`src/rtl/pipe_pkg.sv`:
```
// Shared pipeline constants: per-stage bundle widths, control field offsets
// and the bubble pattern each stage presents when its output is empty.
package pipe_pkg;

   // Control bundle layout (bit offsets)
   localparam int CTRL_REGWRITE   = 0;
   localparam int CTRL_MEMTOREG   = 1;
   localparam int CTRL_MEMREAD    = 2;
   localparam int CTRL_MEMWRITE   = 3;
   localparam int CTRL_RDSRC      = 4;
   localparam int CTRL_ALUSRC     = 5;
   localparam int CTRL_PCTOREGSRC = 6;
   localparam int CTRL_ALUOP_LO   = 7;
   localparam int CTRL_ALUOP_HI   = 9;
   localparam int CTRL_FULL_W     = 10;

   // Per-stage widths; IF/ID carries PC + instruction, later stages shed fields
   localparam int IF_ID_CTRL_W  = 1;
   localparam int IF_ID_DATA_W  = 64;
   localparam int ID_EX_CTRL_W  = CTRL_FULL_W;
   localparam int ID_EX_DATA_W  = 32 * 4 + 5;
   localparam int EX_MEM_CTRL_W = CTRL_MEMWRITE + 1 + 1;
   localparam int EX_MEM_DATA_W = 32 * 3 + 5;
   localparam int MEM_WB_CTRL_W = CTRL_MEMTOREG + 1;
   localparam int MEM_WB_DATA_W = 32 * 2 + 5;

   // Bubbles clear every write/side-effect enable so an empty slot is harmless
   localparam logic [IF_ID_CTRL_W-1:0]  IF_ID_BUBBLE  = '0;
   localparam logic [ID_EX_CTRL_W-1:0]  ID_EX_BUBBLE  = '0;
   localparam logic [EX_MEM_CTRL_W-1:0] EX_MEM_BUBBLE = '0;
   localparam logic [MEM_WB_CTRL_W-1:0] MEM_WB_BUBBLE = '0;

   // Stage occupancy state; bit1 = main valid, bit0 = skid valid
   typedef enum logic [1:0] {
      ST_EMPTY = 2'b00,
      ST_FULL  = 2'b10,
      ST_SKID  = 2'b11
   } stage_state_e;

endpackage

```
`src/rtl/pipe_stage_skid_if.sv`:
```
// Valid/ready bundle link between two pipeline stages.
// Handshake: a beat transfers on a rising edge where valid && ready; once valid
// is raised the sender holds ctrl/data stable until that transfer happens.
interface pipe_stage_skid_if #(
   parameter int DATA_W = 32,
   parameter int CTRL_W = 8
);
   logic              valid;
   logic              ready;
   logic [CTRL_W-1:0] ctrl;
   logic [DATA_W-1:0] data;

   modport master (output valid, output ctrl, output data, input ready);
   modport slave  (input valid, input ctrl, input data, output ready);
endinterface

```
`src/rtl/pipe_sat_counter.sv`:
```
// Saturating up-counter: counts cycles with inc_i high, sticks at all-ones,
// cleared only by reset.
module pipe_sat_counter #(
   parameter int CNT_W = 16
) (
   input  logic             clk,
   input  logic             rst,
   input  logic             inc_i,
   output logic [CNT_W-1:0] count_o
);
   logic [CNT_W-1:0] cnt_q;
   logic [CNT_W-1:0] cnt_d;

   always_comb begin
      cnt_d = cnt_q;
      if (inc_i && (cnt_q != {CNT_W{1'b1}})) begin
         cnt_d = cnt_q + CNT_W'(1);
      end
   end

   always_ff @(posedge clk) begin
      if (!rst) begin
         cnt_q <= '0;
      end else begin
         cnt_q <= cnt_d;
      end
   end

   assign count_o = cnt_q;
endmodule

```
`src/rtl/pipe_stage_skid.sv`:
```
// Generic pipeline-stage register with a 2-entry skid buffer, flush-to-bubble
// and a saturating stall-cycle counter. in_ready comes straight from a flop.
module pipe_stage_skid
   import pipe_pkg::*;
#(
   parameter int                DATA_W      = 32,
   parameter int                CTRL_W      = 8,
   parameter logic [CTRL_W-1:0] CTRL_BUBBLE = {CTRL_W{1'b0}},
   parameter int                CNT_W       = 16
) (
   input  logic                  clk,
   input  logic                  rst,
   input  logic                  flush,
   pipe_stage_skid_if.slave      in_if,
   pipe_stage_skid_if.master     out_if,
   output logic [1:0]            occupancy,
   output logic [CNT_W-1:0]      stall_cnt,
   output logic [1:0]            state_dbg
);
   stage_state_e      state_q;
   logic [CTRL_W-1:0] main_ctrl_q;
   logic [DATA_W-1:0] main_data_q;
   logic [CTRL_W-1:0] skid_ctrl_q;
   logic [DATA_W-1:0] skid_data_q;

   logic main_valid;
   logic skid_valid;
   logic in_ready;
   logic in_fire;
   logic out_fire;

   assign main_valid = state_q[1];
   assign skid_valid = state_q[0];
   assign in_ready   = !skid_valid;
   assign in_fire    = in_if.valid && in_ready;
   assign out_fire   = main_valid && out_if.ready;

   // Data/ctrl registers load only on the handshake transitions below
   always_ff @(posedge clk) begin
      if (!rst) begin
         state_q     <= ST_EMPTY;
         main_ctrl_q <= '0;
         main_data_q <= '0;
         skid_ctrl_q <= '0;
         skid_data_q <= '0;
      end else if (flush) begin
         state_q <= ST_EMPTY;
      end else begin
         case (state_q)
            ST_EMPTY: begin
               if (in_fire) begin
                  state_q     <= ST_FULL;
                  main_ctrl_q <= in_if.ctrl;
                  main_data_q <= in_if.data;
               end
            end
            ST_FULL: begin
               if (in_fire && out_fire) begin
                  main_ctrl_q <= in_if.ctrl;
                  main_data_q <= in_if.data;
               end else if (in_fire) begin
                  state_q     <= ST_SKID;
                  skid_ctrl_q <= in_if.ctrl;
                  skid_data_q <= in_if.data;
               end else if (out_fire) begin
                  state_q <= ST_EMPTY;
               end
            end
            ST_SKID: begin
               if (out_fire) begin
                  state_q     <= ST_FULL;
                  main_ctrl_q <= skid_ctrl_q;
                  main_data_q <= skid_data_q;
               end
            end
            default: state_q <= ST_EMPTY;
         endcase
      end
   end

   assign in_if.ready  = in_ready;
   assign out_if.valid = main_valid;
   assign out_if.ctrl  = main_valid ? main_ctrl_q : CTRL_BUBBLE;
   assign out_if.data  = main_data_q;

   assign occupancy = {1'b0, main_valid} + {1'b0, skid_valid};
   assign state_dbg = state_q;

   pipe_sat_counter #(
      .CNT_W (CNT_W)
   ) u_stall_cnt (
      .clk     (clk),
      .rst     (rst),
      .inc_i   (main_valid && !out_if.ready),
      .count_o (stall_cnt)
   );
endmodule

```
`src/flat_wrapper.sv`:
```
// flat-port wrapper written by rule: the top's interface ports become plain ports
module pipe_stage_skid_flat import pipe_pkg::*;
#(
   parameter int                DATA_W      = 32,
   parameter int                CTRL_W      = 8,
   parameter logic [CTRL_W-1:0] CTRL_BUBBLE = {CTRL_W{1'b0}},
   parameter int                CNT_W       = 16
)
  (clk, rst, flush, occupancy, stall_cnt, state_dbg, in_if_valid, in_if_ctrl, in_if_data, in_if_ready, out_if_valid, out_if_ctrl, out_if_data, out_if_ready);
  pipe_stage_skid_if #(.DATA_W(DATA_W), .CTRL_W(CTRL_W)) in_if_i ();
  pipe_stage_skid_if #(.DATA_W(DATA_W), .CTRL_W(CTRL_W)) out_if_i ();
  input  logic clk;
  input  logic rst;
  input  logic flush;
  output logic [1:0] occupancy;
  output logic [CNT_W-1:0] stall_cnt;
  output logic [1:0] state_dbg;
  input wire logic [$bits(in_if_i.valid)-1:0] in_if_valid;
  input wire logic [$bits(in_if_i.ctrl)-1:0] in_if_ctrl;
  input wire logic [$bits(in_if_i.data)-1:0] in_if_data;
  output wire logic [$bits(in_if_i.ready)-1:0] in_if_ready;
  output wire logic [$bits(out_if_i.valid)-1:0] out_if_valid;
  output wire logic [$bits(out_if_i.ctrl)-1:0] out_if_ctrl;
  output wire logic [$bits(out_if_i.data)-1:0] out_if_data;
  input wire logic [$bits(out_if_i.ready)-1:0] out_if_ready;
  assign in_if_i.valid = in_if_valid;
  assign in_if_i.ctrl = in_if_ctrl;
  assign in_if_i.data = in_if_data;
  assign in_if_ready = in_if_i.ready;
  assign out_if_valid = out_if_i.valid;
  assign out_if_ctrl = out_if_i.ctrl;
  assign out_if_data = out_if_i.data;
  assign out_if_i.ready = out_if_ready;
  pipe_stage_skid #(.DATA_W(DATA_W), .CTRL_W(CTRL_W), .CTRL_BUBBLE(CTRL_BUBBLE), .CNT_W(CNT_W)) u_core (.clk(clk), .rst(rst), .flush(flush), .in_if(in_if_i), .out_if(out_if_i), .occupancy(occupancy), .stall_cnt(stall_cnt), .state_dbg(state_dbg));
endmodule
```
`config.mk`:
```
export PLATFORM = sky130hd
export DESIGN_NAME = pipe_stage_skid_flat
export DESIGN_NICKNAME = d
export VERILOG_FILES = /design/src/rtl/pipe_pkg.sv /design/src/rtl/pipe_stage_skid_if.sv /design/src/rtl/pipe_sat_counter.sv /design/src/rtl/pipe_stage_skid.sv /design/src/flat_wrapper.sv
export SDC_FILE = /design/constraint.sdc
export NUM_CORES = 1
export LEC_CHECK = 0
export CORE_MARGIN = 2
export CORE_UTILIZATION = 60
export DETAILED_ROUTE_END_ITERATION = 8
export DONT_BUFFER_PORTS = 1
export PLACE_DENSITY = 0.76
export SYNTH_ARGS = -nofsm -noshare
export SYNTH_HDL_FRONTEND = slang
export SYNTH_SLANG_ARGS = --single-unit
```
`constraint.sdc`:
```
create_clock -name clk -period 5.55 [get_ports clk]
set_clock_uncertainty 0.05 [all_clocks]
set_input_delay 1.11 -clock clk [delete_from_list [all_inputs] [get_ports clk]]
set_output_delay 1.11 -clock clk [all_outputs]
set_load 0.01 [all_outputs]
```
==> Word level (Yosys, flattened, before mapping) <==
Index checks and enable logic that the tools add are counted.
{ "op_classes": {"n_addsub": 2, "shifts": 0, "n_eq_ne": 8, "muxes": 15, "magnitude_cmp": 0, "n_mul": 0, "div_mod_pow": 0, "n_reduce_logical": 13, "bitwise": 3} }
{ "ops": {"columns": ["cell", "n"], "rows": [
  ["32-bit two-way mux", 3],
  ["32-bit one-hot mux with 3 select lines", 1],
  ["8-bit two-way mux", 4],
  ["8-bit one-hot mux with 3 select lines", 1],
  ["16-bit by 1-bit adder with 16-bit output (second input constant)", 1],
  ["16-bit inequality test (second input constant)", 1],
  ["2-bit two-way mux", 5],
  ["4-bit AND reduction", 2],
  ["2-bit by 1-bit inequality test with 1-bit output (second input constant)", 3],
  ["2-bit one-hot mux with 3 select lines", 1],
  ["1-bit logical AND", 5],
  ["5-bit AND reduction", 1],
  ["2-bit equality test (second input constant)", 2],
  ["3-bit by 1-bit inequality test with 1-bit output (second input constant)", 1],
  ["1-bit NOT", 3],
  ["3-bit nonzero test", 1],
  ["1-bit by 1-bit adder with 2-bit output", 1],
  ["1-bit zero test", 2],
  ["2-bit zero test", 1],
  ["2-bit inequality test (second input constant)", 1],
  ["2-bit OR reduction", 1]
]} }
{ "totals": {"ram_bits": 0, "register_bits": 98, "n_memories": 0, "latchBits": 0, "out_inout_bits": 62, "rom_bits": 0, "wordCells": 47} }

==> Longest topological paths before layout <==
{ "depth": {"depth_word": 5, "depth_mapped": 8} }

==> Hierarchy <==
Synthesis repeated with hierarchy kept, for this count alone.
{ "hier_totals": {"cells_unflattened": 492, "hier_area_um2": 4508.1} }
{ "by_module_without_submodules": {"columns": ["mod", "seq_area_each_um2", "cells_per_inst", "n_inst", "area_each_um2"], "rows": [
  ["pipe_stage_skid", 1641.6, 395, 1, 3671.0],
  ["pipe_sat_counter", 320.3, 97, 1, 837.1]
]} }

==> Least setup slack after synthesis <==
No wires, ideal clock.
{ "synth_path": {"kind": "input -> register", "startpoint": "input out_if_ready", "endpoint": "register u_core.main_ctrl_q[0]", "path_slack_ns": 3.053, "required_ns": 5.384, "stages": 6, "t_arrival_ns": 2.331, "path_cell_list": "nand2_2 a22o_1 nor4b_4 buf_6 nand2_1 o211a_1"} }
{ "synth_between": {"elab_chain_cells": 4, "word_cells_on_any_way": 5, "cone_classes": "eq/ne: 2; reduce/logical: 3"} }
{ "synth_rtl": {"columns": ["item", "line_no", "source"], "rows": [
  ["from (decl)", "flat_wrapper.sv:25", "input wire logic [$bits(out_if_i.ready)-1:0] out_if_ready;"],
  ["1-bit logical AND *", "pipe_stage_skid.sv:36", "assign out_fire = main_valid && out_if.ready;"],
  ["1-bit logical AND", "pipe_stage_skid.sv:58", "if (in_fire && out_fire) begin"],
  ["2-bit by 1-bit inequality test with 1-bit output (no source line)", null, null],
  ["5-bit AND reduction (no source line) *", null, null],
  ["to (signal assigned)", "pipe_stage_skid.sv:53", "main_ctrl_q <= in_if.ctrl;"],
  ["to (signal assigned)", "pipe_stage_skid.sv:59", "main_ctrl_q <= in_if.ctrl;"],
  ["to (signal assigned)", "pipe_stage_skid.sv:72", "main_ctrl_q <= skid_ctrl_q;"],
  ["to (decl)", "pipe_stage_skid.sv:21", "logic [CTRL_W-1:0] main_ctrl_q;"]
]} }
Every way passes the cells marked *; elsewhere a longest branch is shown, timed or not.
A chain may end at the register's enable or synchronous reset.

==> Final worst setup path <==
{ "layout_path": {"startpoint": "register u_core.state_q[1] (netlist: u_core.state_dbg[1])", "endpoint": "output occupancy[1]"} }
{ "layout_between": {"elab_chain_cells": 1} }
{ "layout_rtl": {"columns": ["item", "line_no", "source"], "rows": [
  ["from (decl)", "pipe_stage_skid.sv:20", "stage_state_e state_q;"],
  ["from (signal assigned)", "pipe_stage_skid.sv:41", "state_q <= ST_EMPTY;"],
  ["from (signal assigned)", "pipe_stage_skid.sv:47", "state_q <= ST_EMPTY;"],
  ["from (signal assigned)", "pipe_stage_skid.sv:52", "state_q <= ST_FULL;"],
  ["1-bit by 1-bit adder with 2-bit output", "pipe_stage_skid.sv:86", "assign occupancy = {1'b0, main_valid} + {1'b0, skid_valid};"],
  ["to (decl)", "flat_wrapper.sv:15", "output logic [1:0] occupancy;"]
]} }
Every way passes these cells.

==> run metrics <==
final worst path period share=55.27%; core area=~7000 sq um; initial antenna violation count=0; All-Layer GR Usage=a little over a fifth; CTS tree=built; Clock Tree Root=clkbuf_8; top post-synthesis cells by area=dfxtp_1, nand2_1, mux2i_1; Initial Util=between 60% and 70%; crit-path leading delay family=flip-flops; Setup CP Type=reg -> out; P_sw=between 0.3 and 0.4 mW; FF+latch count, synth=98; Synth top cells by count=nand2_1, dfxtp_1, a21boi_0, mux2i_1, o211a_1; status=finished clean; I/O Buffers=0; f_max=0.3260 GHz; worst path cell trace=ha_2; Post-Route Setup TNS=0 ps; Post-CTS Repair Setup Buffers=0; layout cell share with drive strength beyond 1=under 10%; Hold-fix buffers, CTS=0; leakage=1.989 nW; clk_lat worst skew=350 ps; pin count of the biggest net entering global routing=between 90 and 100; Final Core Density=between 60% and 70%; DRT iter0 DRCs=~160; H-tree depth=3; post-synthesis cell area=approximately 4400 sq um; Crit Path Max Fanout=20; Slew @ Worst Pin=approximately 900 ps; IO Pins=around 110; vias=between 3,000 and 4,000; most frequent cell after synthesis=nand2_1; min Tclk post-route=~3100 ps; CP Capture Type=output pin; Mapped Avg Cell Area=between 9 and 10 sq um; drt drc=0; top_reg_cell synth=dfxtp_1; fill count=about 600; Distinct cells, synth=35; Die Height=around 90 microns; Hold WC Path Type=reg -> reg; Final Max Tran Viols=0; clock sink count=98; crit path DAT=roughly 1900 ps; Worst setup SP type=flip-flop; sequential share of power=between 50% and 60%; Switching Share=between 20% and 30%; RSZ-0062 raised after global routing=no; CP max-delay cell=dfxtp_1; Clock Tree Buf Depth=2; vias per cell=between 5 and 6; max incr delay on CP=790 ps; Area Growth Syn to Fin=4.897%; GRT Residual Overflow=0; Pint=between 1 and 1.5 mW; CP required=~4400 ps; synth warn=0; Max Cap Violations=0; Rows=31; pwr/cell area=295.9 nW/um^2; Fin Hold WS=about 420 ps; Non-Filler Instances=560; register area=between 1500 and 2000 sq um; die area=between 8000 and 9000 sq um; post_cts resized=0; ant diodes=0; syn_nets=about 530; Placed Cells=544; Post-synth EDFFs=0; clock network power share=38.2%; first-pass GRT wire length=approximately 14 mm; DRT Pass-1 Iters=5; vias in the first global route=a little under 3,000; area of placed instances=between 4000 and 5000 sq um; detailed placer's ending HPWL=between 5 and 6 mm; Multi-input gate area=2262 sq um; Worst VDD drop=roughly 0.24 mV; asr flop ratio synth=0%; final setup fails=0; clock slew at reported path FFs=90 ps; Syn Inst Count=between 400 and 500; post-synth top area share=between 40% and 50%; cts bufs inserted=9; Routed WL per cell=about 15 microns; routability cong.=around 0.77; Design Area, Final=4637 sq um; Routed WL=between 8 and 9 mm; Fin. Hold Viols=0; cell accounting for the most synthesized area=dfxtp_1; Die Width=89.84 microns; Final nets=just over 500; combinational power share=around 6%; Detail Route Antenna Nets=0; Slew HR=39.57%; sequential-to-total area share from yosys stat=44.38%; CP bufs+invs=0
[final timing paths]
kind	startpoint	to	slack (ps)	depth (start not counted)
setup / recovery	u_core.state_dbg[1]	occupancy[1]	2480	1
hold / removal	u_core.skid_data_q[24]	u_core.skid_data_q[24]	420	2
setup reg to reg	u_core.state_dbg[1]	u_core.out_if.data[24]	2890	5
hold reg to reg	u_core.skid_data_q[24]	u_core.skid_data_q[24]	420	2
[kinds of logic after synthesis]
family,after synthesis,share of synthesized area [%]
xor gates and xnor gates,13,2.576
buffers and inverters,37,4.614
DFF,98,44.38
adders and majority gates,7,1.981
muxes,42,9.510
AOI/OAI and AO/OA,94,17.92
and+or+nand+nor,183,19.02
[placed cells by master, fill, tap and decap left out, types with 4 or more instances in the layout]
cell and n:
clkbuf_8 11, nor2_1 6, buf_4 6, nand2_1 124
o211a_1 40, mux2i_1 42, dfxtp_1 98, xor2_1 8
a21oi_1 4, nand4_1 7, and2_1 21, nand3_1 4
nor3_1 4, xnor2_1 5, a21boi_0 42, ha_1 6
[area by class of cell]
type	count	area share [%]
inverters	2	0.1619
clock buffers	11	3.265
flip-flops and latches	98	42.31
multi-input cells	339	48.79
well taps	99	2.671
repair buffers	6	0.9714
clock inverters	5	1.835
[per-layer routing]
metal	vias up	share of wire (%)	track usage, %
met5	-	0	0
met4	0	0.95	5.385
met3	5	7.4	8.718
met2	78	49	35.61
met1	1531	43	25.87
li1	1590	-	-
[registers in the layout, indices dropped and copies added (netlist names)]
register,flops
u_core.main_ctrl_q,8
u_core.out_if.data,32
u_core.state_dbg,2
u_core.skid_ctrl_q,8
u_core.skid_data_q,32
u_core.u_stall_cnt.count_o,16
[power by group through the flow]
| stage | Clock (mW) | Sequential, mW | Combinational [mW] |
|---|---|---|---|
| finish | 0.524 | 0.766 | 0.0820 |
| CTS | 0.540 | 0.766 | 0.0833 |
| global route | 0.565 | 0.771 | 0.0927 |
| global placement | 0 | 0.782 | 0.0800 |
| detailed placement | 0 | 0.783 | 0.0832 |
| floorplan | 0 | 0.775 | 0.0882 |
[per-stage QoR]
| step | total power [mW] | setup slack (ps) |
|---|---|---|
| 6_report | 1.372 | 2483 |
| 3_3_place_gp | 0.8617 | 2859 |
| 3_5_place_dp | 0.8659 | 2834 |
| 2_1_floorplan | 0.8633 | 3053 |
| 4_1_cts | 1.390 | 2440 |
| 5_1_grt | 1.428 | 2330 |
(Power assumes the default switching activity.)
